--- src/rtl/psu_cnt_if.sv ---
// ---------------------------------------------------------------------------
// psu_cnt_if
// Opcode hand-off channel between the upstream instruction stage and the
// PSU counter stage.
//
//   opcode_in     opcode offered by upstream (0 = NOP)
//   id_len_in     id length that goes with opcode_in
//   opcode_valid  opcode_in / id_len_in are valid
//   opcode_ready  PSU can take an opcode this cycle
//
// Modports:
//   master  upstream instruction stage (drives opcode, valid)
//   slave   PSU counter stage (drives ready)
// ---------------------------------------------------------------------------
interface psu_cnt_if #(
    parameter int OPCODE_BW = 4,
    parameter int IDLEN_BW  = 4
);
    logic [OPCODE_BW-1:0] opcode_in;
    logic [IDLEN_BW-1:0]  id_len_in;
    logic                 opcode_valid;
    logic                 opcode_ready;

    modport master (
        output opcode_in,
        output id_len_in,
        output opcode_valid,
        input  opcode_ready
    );

    modport slave (
        input  opcode_in,
        input  id_len_in,
        input  opcode_valid,
        output opcode_ready
    );
endinterface

--- src/rtl/psu_cnt.sv ---
// ---------------------------------------------------------------------------
// psu_cnt
// Sequential counter / state-register stage of the PSU. Holds the PSU state,
// the running opcode and the qubit, unit-controller, id and round counters
// that the combinational PSU controller reads, and applies the controller's
// next_* decisions every cycle.
//
// Ports:
//   clk, rst_n       clock, asynchronous active-low reset
//   up (slave)       opcode_in / id_len_in / opcode_valid / opcode_ready
//   next_uc          advance unit-controller step (restarts qubit sweep)
//   next_pch         patch wrap (restarts unit-controller sweep)
//   next_id          advance id
//   next_round       advance round (restarts id)
//   next_opcode      retire the running opcode
//   next_state       next PSU state (0 READY, 1 RUNNING)
//   state            registered PSU state
//   opcode_running   current opcode, NOP (0) when idle
//   qb_counter0      base qubit index
//   uc_counter0      base unit-controller index
//   id_counter       current id
//   id_len           latched id length (never 0)
//   round_counter    current round
//   done             one-cycle pulse after an opcode retires
// ---------------------------------------------------------------------------
module psu_cnt #(
    parameter int OPCODE_BW  = 4,
    parameter int QBADDR_BW  = 8,
    parameter int UCADDR_BW  = 6,
    parameter int IDLEN_BW   = 4,
    parameter int ROUND_BW   = 4,
    parameter int NUM_QBCTRL = 4,
    parameter int NUM_UCC    = 2
) (
    input  logic                 clk,
    input  logic                 rst_n,
    psu_cnt_if.slave             up,
    input  logic                 next_uc,
    input  logic                 next_pch,
    input  logic                 next_id,
    input  logic                 next_round,
    input  logic                 next_opcode,
    input  logic                 next_state,
    output logic                 state,
    output logic [OPCODE_BW-1:0] opcode_running,
    output logic [QBADDR_BW-1:0] qb_counter0,
    output logic [UCADDR_BW-1:0] uc_counter0,
    output logic [IDLEN_BW-1:0]  id_counter,
    output logic [IDLEN_BW-1:0]  id_len,
    output logic [ROUND_BW-1:0]  round_counter,
    output logic                 done
);

    localparam logic [OPCODE_BW-1:0] NOP     = '0;
    localparam logic                 READY   = 1'b0;
    localparam logic                 RUNNING = 1'b1;

    localparam logic [QBADDR_BW-1:0] QB_STEP  = QBADDR_BW'(NUM_QBCTRL);
    localparam logic [UCADDR_BW-1:0] UC_STEP  = UCADDR_BW'(NUM_UCC);
    localparam logic [IDLEN_BW-1:0]  ID_ONE   = IDLEN_BW'(1);
    localparam logic [ROUND_BW-1:0]  RND_ONE  = ROUND_BW'(1);

    logic accept;
    logic retire;
    logic running;

    assign running = (state == RUNNING);

    // A retiring opcode frees the slot in the same cycle, so upstream can
    // hand over the next opcode back-to-back.
    assign up.opcode_ready = (opcode_running == NOP) | next_opcode;
    assign accept          = up.opcode_valid & up.opcode_ready;

    // Controller decisions only count while RUNNING.
    assign retire          = next_opcode & running;

    always_ff @(posedge clk or negedge rst_n) begin
        if (!rst_n) begin
            state          <= READY;
            opcode_running <= NOP;
            qb_counter0    <= '0;
            uc_counter0    <= '0;
            id_counter     <= '0;
            id_len         <= ID_ONE;
            round_counter  <= '0;
            done           <= 1'b0;
        end else begin
            state <= next_state;
            done  <= retire;

            if (accept) begin
                // A new opcode wins over every counter update, including a
                // retire landing in the same cycle.
                opcode_running <= up.opcode_in;
                // An id length of 0 would make the id loop degenerate.
                id_len         <= (up.id_len_in == '0) ? ID_ONE : up.id_len_in;
                qb_counter0    <= '0;
                uc_counter0    <= '0;
                id_counter     <= '0;
                round_counter  <= '0;
            end else begin
                if (retire) begin
                    opcode_running <= NOP;
                end

                if (running) begin
                    // Qubit sweep advances every cycle; a uc step restarts it.
                    qb_counter0 <= next_uc ? '0 : qb_counter0 + QB_STEP;

                    if (next_pch) begin
                        uc_counter0 <= '0;
                    end else if (next_uc) begin
                        uc_counter0 <= uc_counter0 + UC_STEP;
                    end

                    if (next_round) begin
                        id_counter <= '0;
                    end else if (next_id) begin
                        id_counter <= id_counter + ID_ONE;
                    end

                    if (next_opcode) begin
                        round_counter <= '0;
                    end else if (next_round) begin
                        round_counter <= round_counter + RND_ONE;
                    end
                end
            end
        end
    end

endmodule

--- src/flat_wrapper.sv ---
// flat-port wrapper written by rule: the top's interface ports become plain ports
module psu_cnt_flat 
#(
    parameter int OPCODE_BW  = 4,
    parameter int QBADDR_BW  = 8,
    parameter int UCADDR_BW  = 6,
    parameter int IDLEN_BW   = 4,
    parameter int ROUND_BW   = 4,
    parameter int NUM_QBCTRL = 4,
    parameter int NUM_UCC    = 2
)
  (clk, rst_n, next_uc, next_pch, next_id, next_round, next_opcode, next_state, state, opcode_running, qb_counter0, uc_counter0, id_counter, id_len, round_counter, done, up_opcode_in, up_id_len_in, up_opcode_valid, up_opcode_ready);
  psu_cnt_if #(.OPCODE_BW(OPCODE_BW), .IDLEN_BW(IDLEN_BW)) up_i ();
  input  logic clk;
  input  logic rst_n;
  input  logic next_uc;
  input  logic next_pch;
  input  logic next_id;
  input  logic next_round;
  input  logic next_opcode;
  input  logic next_state;
  output logic state;
  output logic [OPCODE_BW-1:0] opcode_running;
  output logic [QBADDR_BW-1:0] qb_counter0;
  output logic [UCADDR_BW-1:0] uc_counter0;
  output logic [IDLEN_BW-1:0] id_counter;
  output logic [IDLEN_BW-1:0] id_len;
  output logic [ROUND_BW-1:0] round_counter;
  output logic done;
  input wire logic [$bits(up_i.opcode_in)-1:0] up_opcode_in;
  input wire logic [$bits(up_i.id_len_in)-1:0] up_id_len_in;
  input wire logic [$bits(up_i.opcode_valid)-1:0] up_opcode_valid;
  output wire logic [$bits(up_i.opcode_ready)-1:0] up_opcode_ready;
  assign up_i.opcode_in = up_opcode_in;
  assign up_i.id_len_in = up_id_len_in;
  assign up_i.opcode_valid = up_opcode_valid;
  assign up_opcode_ready = up_i.opcode_ready;
  psu_cnt #(.OPCODE_BW(OPCODE_BW), .QBADDR_BW(QBADDR_BW), .UCADDR_BW(UCADDR_BW), .IDLEN_BW(IDLEN_BW), .ROUND_BW(ROUND_BW), .NUM_QBCTRL(NUM_QBCTRL), .NUM_UCC(NUM_UCC)) u_core (.clk(clk), .rst_n(rst_n), .up(up_i), .next_uc(next_uc), .next_pch(next_pch), .next_id(next_id), .next_round(next_round), .next_opcode(next_opcode), .next_state(next_state), .state(state), .opcode_running(opcode_running), .qb_counter0(qb_counter0), .uc_counter0(uc_counter0), .id_counter(id_counter), .id_len(id_len), .round_counter(round_counter), .done(done));
endmodule
--- config.mk ---
export PLATFORM = sky130hd
export DESIGN_NAME = psu_cnt_flat
export DESIGN_NICKNAME = d
export VERILOG_FILES = /design/src/rtl/psu_cnt_if.sv /design/src/rtl/psu_cnt.sv /design/src/flat_wrapper.sv
export SDC_FILE = /design/constraint.sdc
export NUM_CORES = 1
export LEC_CHECK = 0
export BUFFER_PORTS_ARGS = -buffer_cell sky130_fd_sc_hd__buf_2
export CORE_MARGIN = 2
export CORE_UTILIZATION = 35
export DETAILED_ROUTE_END_ITERATION = 7
export REMOVE_ABC_BUFFERS = 1
export SLEW_MARGIN = 40
export SYNTH_ARGS = -nofsm -noshare
export SYNTH_HDL_FRONTEND = slang
export SYNTH_SLANG_ARGS = --single-unit
--- constraint.sdc ---
create_clock -name clk -period 2 [get_ports clk]
set_clock_uncertainty 0.15 [all_clocks]
set_input_delay 0.2 -clock clk [delete_from_list [all_inputs] [get_ports clk]]
set_output_delay 0.2 -clock clk [all_outputs]
set_load 0.01 [all_outputs]
==> results of run 1 <==
layout by cell type, fill, tap and decap left out, types with 5 or more instances in the layout:
| cell type | n |
|---|---|
| buf_2 | 46 |
| dfrtp_1 | 28 |
| nand2_1 | 19 |
| a21oi_1 | 16 |
| nand2b_1 | 8 |
| o21ai_0 | 7 |
| nand3b_1 | 7 |
| nand4_1 | 6 |
| clkbuf_8 | 6 |
| o21ai_1 | 5 |
| nor2_1 | 5 |
| nand3_1 | 5 |
| a21o_1 | 5 |
| or3_1 | 5 |
| a31oi_1 | 5 |
final timing paths:
check	start	end	slack (ns)	cells past startpoint
min reg2reg	u_core.id_len[0]$_DFFE_PN1P_	u_core.id_len[0]$_DFFE_PN1P_	0.31	2
max reg2reg	u_core.opcode_running[0]$_DFFE_PN0P_	u_core.id_len[1]$_DFFE_PN0P_	0.34	3
min	up_id_len_in[1]	u_core.id_len[1]$_DFFE_PN0P_	0.01	2
min in group asynchronous	rst_n	u_core.id_counter[0]$_DFFE_PN0P_	0.33	2
max in group asynchronous	rst_n	u_core.opcode_running[2]$_DFFE_PN0P_	0.94	2
max	u_core.opcode_running[0]$_DFFE_PN0P_	up_opcode_ready	0.25	3
per-layer routing:
layer | vias up | wire, um | global-route usage [%]
met5 | - | 0 | 0
met4 | 0 | 57 | 6.41
met3 | 5 | 108 | 3.46
met2 | 28 | 1730 | 24.7
met1 | 670 | 1720 | 22.2
li1 | 688 | - | -
sequential cells by signal, summed over array words and instances (netlist names):
signal                 cells
u_core.id_counter          4
u_core.opcode_running      4
u_core.done                1
u_core.round_counter       4
u_core.uc_counter0         5
u_core.qb_counter0         6
u_core.state               1
u_core.id_len              4
area by class of cell:
cell class                      count  area, um^2
Inverter                            3        11.3
Multi-Input combinational cell    122         754
Fill cell                         447        2350
Sequential cell                    29         727
Tap cell                           52        65.1
Clock buffer                        8        90.1
Timing Repair Buffer               54         300
cell usage after synthesis (2+ instances only):
cell type / count / area (um^2)
nand4_1: 6 / 37.5
o211ai_1: 4 / 30.0
or4_1: 3 / 22.5
inv_1: 2 / 7.51
o21ai_1: 5 / 25.0
buf_4: 3 / 22.5
nand3_1: 5 / 25.0
nor2_1: 5 / 18.8
nand2_1: 19 / 71.3
a31oi_1: 5 / 31.3
nand3b_1: 7 / 52.6
o21ai_0: 7 / 35.0
or3_1: 5 / 31.3
ha_1: 4 / 50.1
nand2b_1: 8 / 50.1
a21o_1: 5 / 37.5
dfrtp_1: 28 / 701
mux2_1: 3 / 33.8
buf_2: 2 / 10.0
clkbuf_1: 5 / 18.8
a21oi_1: 16 / 80.1
power breakdown:
| part | switching [mW] | internal, mW | total, mW |
|---|---|---|---|
| combinational | 0.143 | 0.110 | 0.253 |
| sequential | 0.0443 | 0.634 | 0.678 |
| clock | 0.214 | 0.280 | 0.494 |
| total | 0.401 | 1.02 | 1.42 |
worst register-to-register path, cell delays in order (launching register included):
cell and delay, ns:
dfrtp_1 0.41, nor4_4 0.43, o21ai_1 0.20, mux2_1 0.35
cell families (layout without fill, tap and decap cells):
kind of cell | count (synthesis) | after routing | synth area share, %
simple gates | 65 | 65 | 24.3
buf+inv | 13 | 65 | 4.07
other cells | 1 | 3 | 0.244
compound gates | 45 | 45 | 17.3
flops | 29 | 29 | 47.3
mux | 5 | 5 | 3.58
fa+ha+maj | 4 | 4 | 3.26
per-stage QoR:
| stage | utilization, % | std cells | hold slack (ns) | instance area (um^2) | setup WS (ns) |
|---|---|---|---|---|---|
| 3_5_place_dp | 42.3 | 256 | 0.129 | 1820 | 0.340 |
| 6_report | 45.4 | 268 | 0.0129 | 1950 | 0.251 |
| 2_1_floorplan | - | 154 | -0.246 | 1490 | 0.316 |
| 3_3_place_gp | 42.3 | 256 | 0.119 | 1820 | 0.393 |
| 4_1_cts | 45.4 | 268 | 0.00569 | 1950 | 0.242 |
| 5_1_grt | 45.4 | 268 | 0.0178 | 1950 | 0.142 |
repair_timing:
item,in CTS,in global routing
resized for setup,0,0
hold buffers,4,0
hold endpoints to repair,31,0
==> impl_metrics.toml, run 1 <==
[clock_tree]
clock_sinks = 29
cts.root.buffer_cell = "clkbuf_8"
post_cts_buffers = 0
cts_buffers = 5
htree_num_levels = 2
clkSlewWorstSetupHoldPaths_ns = 0.06
worstSkewPairLatency_ns = 0.28
cts_tree = "yes"
cts_buffer_depth = 2

[placement]
dpl.hpwl_um = 2550
gp_congestion = 0.769
port_buffers = 46

[logic_synthesis]
ys_seq_elements = 29
syn_area_um2 = 1540
yosysWarnings = 0
synth_cell_types = 36
synth_flop_cell = "dfrtp_1"
post_synth_inst_count = 162
postSynth.asyncResetShare_pct = 100
syn_area_per_cell_um2 = 9.48
ys_seq_area_share_pct = 47.3
synth_edf_count = 0

[sta]
fmax_mhz = 572
fin_crit_ns = 1.75
max_slew_margin_pct = 56.0
setup_viol = 0
rsz0062_at_grt = "no"
worst_pin_slew_ns = 0.659
drv_slew = 0
hold_violations = 0
period_share_pct = 87.4
setup_tns_ns = 0

[global_route]
grt_pass1_vias = 1345
grt_pass1_wl_um = 6310
antenna_found_initial = 0
overflow = 0
grt_max_degree = 30
track_usage_pct = 16.1

[layout]
area_delta_synth_final_pct = 26.8
finalNetCount = 236
diodes = 0
drive_above_1_share_pct = 28.2

[route]
drt_iter0_markers = 71
route.vias.total = 1391
drtPass1Iterations = 4
drc = 0
wire_per_inst_um = 13.5
postRouteAntennaNets = 0
avgViaCountPerCell = 5.19
wl_um = 3610

[power]
p_leak_nw = 0.903
finalPower_mw = 1.42
p_per_area_nw_per_um2 = 731
peakVddDrop_mv = 0.298

[worst_setup_path]
cpMaxStageDelayCell = "nor4_4"
crit_path_cell_trace = "nor4_4 > or2_1 > buf_2"
start_kind = "flop"
crit_family = "simple AND/OR/NAND/NOR gates"
cp-end-kind = "output port"
critPathArrivalTime_ns = 1.40
critical_path_class = "flop to output port"
crit_path_max_fanout = 7
crit_required_ns = 1.65
worst-path-buf-inv = 1
max_stage_delay_ns = 0.43

[floorplanning]
die_y_um = 70.3
core_um2 = 4290
fp-row-count = 24
dieArea_um2 = 4940
dieWidth_um = 70.3
initial_core_util_pct = 35.8
io_pins = 50

[worst_hold_path]
hold_class = "input port to flop"

[flow_run]
cap_violations = 0

[status]
status = "finished, final reports clean"
No activity file was read; power rests on OpenSTA's default activity.
==> run 2, diff against run 1 <==
--- a/config.mk
+++ b/config.mk
@@ -8,6 +8,7 @@
 export BUFFER_PORTS_ARGS = -buffer_cell sky130_fd_sc_hd__buf_2
 export CORE_MARGIN = 2
 export CORE_UTILIZATION = 35
+export CTS_BUF_LIST = sky130_fd_sc_hd__clkbuf_8
 export DETAILED_ROUTE_END_ITERATION = 7
 export REMOVE_ABC_BUFFERS = 1
 export SLEW_MARGIN = 40
==> constraint.sdc (replaced) <==
create_clock -name clk -period 1.9 [get_ports clk]
set_clock_uncertainty 0.15 [all_clocks]
set_input_delay 0.19 -clock clk [delete_from_list [all_inputs] [get_ports clk]]
set_output_delay 0.19 -clock clk [all_outputs]
set_load 0.01 [all_outputs]
==> run 2 against run 1 <==
Via count rose by 2.2%; design area rose by 1.9%; flip-flop and latch count stayed put; combinational power is 9.5% higher; die area did not move; sequential share of layout area decreased by 0.68 points; clock-buffer cell count fell by 1; global-route usage is 0.20 points higher; register-to-register slack worse by 0.05 ns; first-iteration DRC count increased by 86%; routed wire length rose by 1.8%.
==> impl_metrics.toml, run 2 (synthesized netlist as in run 1, its figures left out) <==
[clock_tree]
clkSlewWorstSetupHoldPaths_ns = 0.06
cts_tree = "yes"
cts_buffers = 5
cts_buffer_depth = 2
htree_num_levels = 2
post_cts_buffers = 0
holdBufCountCts = 5
cts_resized = 0
worstSkewPairLatency_ns = 0.28
clock_sinks = 29
cts.root.buffer_cell = "clkbuf_8"

[worst_setup_path]
start_kind = "flop"
r2r-end = "u_core.round_counter[3]$_DFFE_PN0P_"
crit_required_ns = 1.56
endpoint = "up_opcode_ready"
cp-end-kind = "output port"
critPathArrivalTime_ns = 1.41
critical_path_class = "flop to output port"
rrSetupSlack_ns = 0.29
reg2regPathDepth = 4
crit_path_max_fanout = 5
crit_start = "u_core.opcode_running[0]$_DFFE_PN0P_"
r2r_start = "u_core.opcode_running[0]$_DFFE_PN0P_"

[route]
avgViaCountPerCell = 5.25
route.vias.total = 1422
wire_per_inst_um = 13.6
drtPass1Iterations = 4
drc = 0
postRouteAntennaNets = 0
drt_iter0_markers = 132
wl_um = 3680

[layout]
seqCellArea_um2 = 727
mostFrequentLayoutCells = "buf_2 (46), dfrtp_1 (28), nand2_1 (19)"
final_common_cell = "buf_2"
multi_input_area_um2 = 754
regMostFlops = "u_core.qb_counter0"
largestRegisters = "u_core.qb_counter0: 6 flops, u_core.uc_counter0: 5 flops"
area_delta_synth_final_pct = 29.2
drive_above_1_share_pct = 29.7
diodes = 0
fillCellCount = 451
finalNetCount = 239
largest_reg_flops = 6

[sta]
worst_pin_slew_ns = 0.639
hold_ws_ns = 0.0204
fin_crit_ns = 1.75
max_slew_margin_pct = 57.4
hold_violations = 0
setup_viol = 0
setup_tns_ns = 0
rsz0062_at_grt = "no"
period_share_pct = 92.0
drv_slew = 0
fmax_mhz = 572

[status]
status = "finished, final reports clean"

[floorplanning]
core_um2 = 4290
initial_core_util_pct = 35.8
io_pins = 50
fp-row-count = 24
dieArea_um2 = 4940
dieWidth_um = 70.3
die_y_um = 70.3

[global_route]
track_usage_pct = 16.3
antenna_found_initial = 0
grt_max_degree = 30
overflow = 0
grt_pass1_vias = 1320
grt_pass1_wl_um = 6420

[power]
p_per_area_nw_per_um2 = 781
peakVddDrop_mv = 0.260
p_leak_nw = 0.925

[placement]
dpl.hpwl_um = 2560
port_buffers = 46
gp_congestion = 0.756

[flow_run]
cap_violations = 0

[worst_hold_path]
hold_class = "input port to flop"
## run 2: area by class of cell
type	count	share of cell area, %
repair buffers	57	16.4
well taps	52	3.28
flip-flops and latches	29	36.6
clock inverters	1	0.252
clock buffers	7	4.85
inverters	3	0.567
multi-input cells	122	38.0
## run 2: report_power, final
part           switching (mW)  internal, mW  total [mW]
combinational           0.153         0.124       0.277
sequential             0.0460         0.667       0.713
clock                   0.234         0.327       0.561
## run 2: how the worst min path moves through the flow
stage	cells past startpoint	to	from	slack, ns
2_1_floorplan	0	u_core.done$_DFF_PN0_	rst_n	-0.26
3_3_place_gp	1	u_core.id_counter[2]$_DFFE_PN0P_	rst_n	0.11
3_5_place_dp	1	u_core.id_counter[2]$_DFFE_PN0P_	rst_n	0.10
4_1_cts	3	u_core.opcode_running[2]$_DFFE_PN0P_	up_opcode_in[2]	0.02
5_1_grt	3	u_core.opcode_running[3]$_DFFE_PN0P_	up_opcode_in[3]	0.04
6_report	3	u_core.opcode_running[2]$_DFFE_PN0P_	up_opcode_in[2]	0.02
## run 2: through the flow
step / std cells / total power, mW / cell area [um^2] / worst slack [ns] / util, %
floorplan: 154 / 0.853 / 1490 / 0.216 / -
global placement: 258 / 0.991 / 1830 / 0.356 / 42.7
detailed placement: 258 / 0.995 / 1830 / 0.322 / 42.7
CTS: 271 / 1.56 / 1980 / 0.136 / 46.2
global route: 271 / 1.64 / 1980 / 0.0267 / 46.2
finish: 271 / 1.55 / 1980 / 0.152 / 46.2
## run 2: worst max-delay path: stages, from the launching register on
cell	delay, ns
dfrtp_1	0.41
nor4_4	0.33
buf_4	0.18
or2_1	0.09
buf_2	0.12
## run 2: per-layer routing
metal,track usage [%],up-vias,wire [um],share of wire (%)
met4,6.41,0,52,1.4
met1,21.7,690,1680,46
met2,26.2,29,1830,50
li1,-,698,-,-
met5,0,-,0,0
met3,3.17,5,120,3.3
==> run 3, diff against run 2 <==
--- a/config.mk
+++ b/config.mk
@@ -7,7 +7,7 @@
 export LEC_CHECK = 0
 export BUFFER_PORTS_ARGS = -buffer_cell sky130_fd_sc_hd__buf_2
 export CORE_MARGIN = 2
-export CORE_UTILIZATION = 35
+export CORE_UTILIZATION = 25
 export CTS_BUF_LIST = sky130_fd_sc_hd__clkbuf_8
 export DETAILED_ROUTE_END_ITERATION = 7
 export REMOVE_ABC_BUFFERS = 1
==> run 3 against run 2 <==
Cell count is 8.5% higher; sequential share of layout area is 0.32 points lower; via count is 1.3% lower; non-clock buffer count stayed put; worst setup slack worse by 0.0079 ns; design area is 0.88% higher; critical endpoint unchanged.
==> impl_metrics.toml, run 3 (synthesized netlist as in run 1, its figures left out) <==
[floorplanning]
core_um2 = 5920
die_y_um = 82.4
dieWidth_um = 82.4
io_pins = 50
fp-row-count = 28
dieArea_um2 = 6790
initial_core_util_pct = 26.0

[power]
peakVddDrop_mv = 0.273
finalPower_mw = 1.49
p_leak_nw = 0.925
p_per_area_nw_per_um2 = 746

[route]
drtPass1Iterations = 4
avgViaCountPerCell = 4.78
postRouteAntennaNets = 0
drc = 0
route.vias.total = 1404
drt_iter0_markers = 69
wl_um = 3730
wire_per_inst_um = 12.7

[worst_setup_path]
crit_start = "u_core.opcode_running[0]$_DFFE_PN0P_"
crit_required_ns = 1.56
crit_family = "simple AND/OR/NAND/NOR gates"
cpMaxStageDelayCell = "nor4_4"
rrSetupSlack_ns = 0.23
r2r-end = "u_core.opcode_running[3]$_DFFE_PN0P_"
r2r_start = "u_core.opcode_running[0]$_DFFE_PN0P_"
endpoint = "up_opcode_ready"
critPathArrivalTime_ns = 1.42
worst-path-buf-inv = 1
start_kind = "flop"
critical_path_class = "flop to output port"
max_stage_delay_ns = 0.45
crit_path_max_fanout = 7
path_depth = 3
cp-end-kind = "output port"
reg2regPathDepth = 4
crit_path_cell_trace = "nor4_4 > or2_1 > buf_2"

[global_route]
antenna_found_initial = 0
grt_pass1_wl_um = 6020
grt_pass1_vias = 1250
overflow = 0
track_usage_pct = 11.7
grt_max_degree = 30

[sta]
max_slew_margin_pct = 55.4
rsz0062_at_grt = "no"
setup_tns_ns = 0
drv_slew = 0
fin_crit_ns = 1.76
setup_viol = 0
hold_ws_ns = 0.0197
worst_pin_slew_ns = 0.669
fmax_mhz = 570
period_share_pct = 92.4
hold_violations = 0

[clock_tree]
post_cts_buffers = 0
cts_tree = "yes"
cts_buffer_depth = 2
holdBufCountCts = 5
cts_resized = 0
htree_num_levels = 2
cts.root.buffer_cell = "clkbuf_8"
cts_buffers = 5
clock_sinks = 29
clkSlewWorstSetupHoldPaths_ns = 0.06
worstSkewPairLatency_ns = 0.28

[worst_hold_path]
hold_class = "input port to flop"
holdPathStages = 3

[layout]
largest_reg_flops = 6
final_common_cell = "buf_2"
finalNetCount = 239
area_delta_synth_final_pct = 30.3
diodes = 0
mostFrequentLayoutCells = "buf_2 (46), dfrtp_1 (28), nand2_1 (19)"
drive_above_1_share_pct = 28.8
fillCellCount = 617
regMostFlops = "u_core.qb_counter0"
largestRegisters = "u_core.qb_counter0: 6 flops, u_core.uc_counter0: 5 flops"

[placement]
gp_congestion = 0.687
dpl.hpwl_um = 2680
port_buffers = 46

[status]
status = "finished, final reports clean"

[flow_run]
cap_violations = 0
run 3: changes by cell type in the layout (fill, tap and decap cells not counted), sizes merged:
cell,before,now
clkinv,1,0
inv,3,5
clkbuf,7,6
run 3: cell type report:
class | instances | area, um^2 | area share, %
sequential | 29 | 727 | 36.3
inverter | 3 | 11.3 | 0.563
tap | 75 | 93.8 | 4.69
clock buffer | 6 | 82.6 | 4.13
timing repair buffer | 57 | 325 | 16.3
multi-input combinational | 122 | 754 | 37.7
clock inverter | 2 | 7.51 | 0.375
run 3: worst min-delay path: stages:
cell      delay (ns)
buf_2           0.08
o211ai_1        0.07
o21ai_1         0.07
run 3: how the worst min path moves through the flow:
stage	start	to	slack, ns
after floorplan	rst_n	u_core.done$_DFF_PN0_	-0.26
after global placement	rst_n	u_core.uc_counter0[5]$_DFFE_PN0P_	0.13
after CTS	up_opcode_in[0]	u_core.opcode_running[0]$_DFFE_PN0P_	0.02
after detailed placement	rst_n	u_core.uc_counter0[3]$_DFFE_PN0P_	0.12
after global routing	up_id_len_in[0]	u_core.id_len[0]$_DFFE_PN1P_	0.04
final	up_opcode_in[0]	u_core.opcode_running[0]$_DFFE_PN0P_	0.02
run 3: report_power, final:
part | internal (mW) | total [mW] | leakage, nW | switching (mW)
combinational | 0.120 | 0.272 | 0.487 | 0.152
clock | 0.284 | 0.510 | 0.0538 | 0.226
sequential | 0.667 | 0.712 | 0.384 | 0.0447
run 3: metrics by stage:
stage / instance area [um^2] / worst slack [ns] / util (%) / std cells
finish: 2000 / 0.145 / 33.8 / 294
global route: 2000 / 0.0615 / 33.8 / 294
CTS: 2000 / 0.118 / 33.8 / 294
detailed placement: 1860 / 0.215 / 31.4 / 281
global placement: 1860 / 0.274 / 31.4 / 281
floorplan: 1490 / 0.216 / - / 154
run 3: routing by layer:
| layer | routed length (um) | vias up | GRT usage (%) |
|---|---|---|---|
| li1 | - | 694 | - |
| met1 | 1740 | 678 | 15.4 |
| met2 | 1750 | 27 | 18.0 |
| met3 | 193 | 5 | 4.02 |
| met4 | 47 | 0 | 4.00 |
| met5 | 0 | - | 0 |
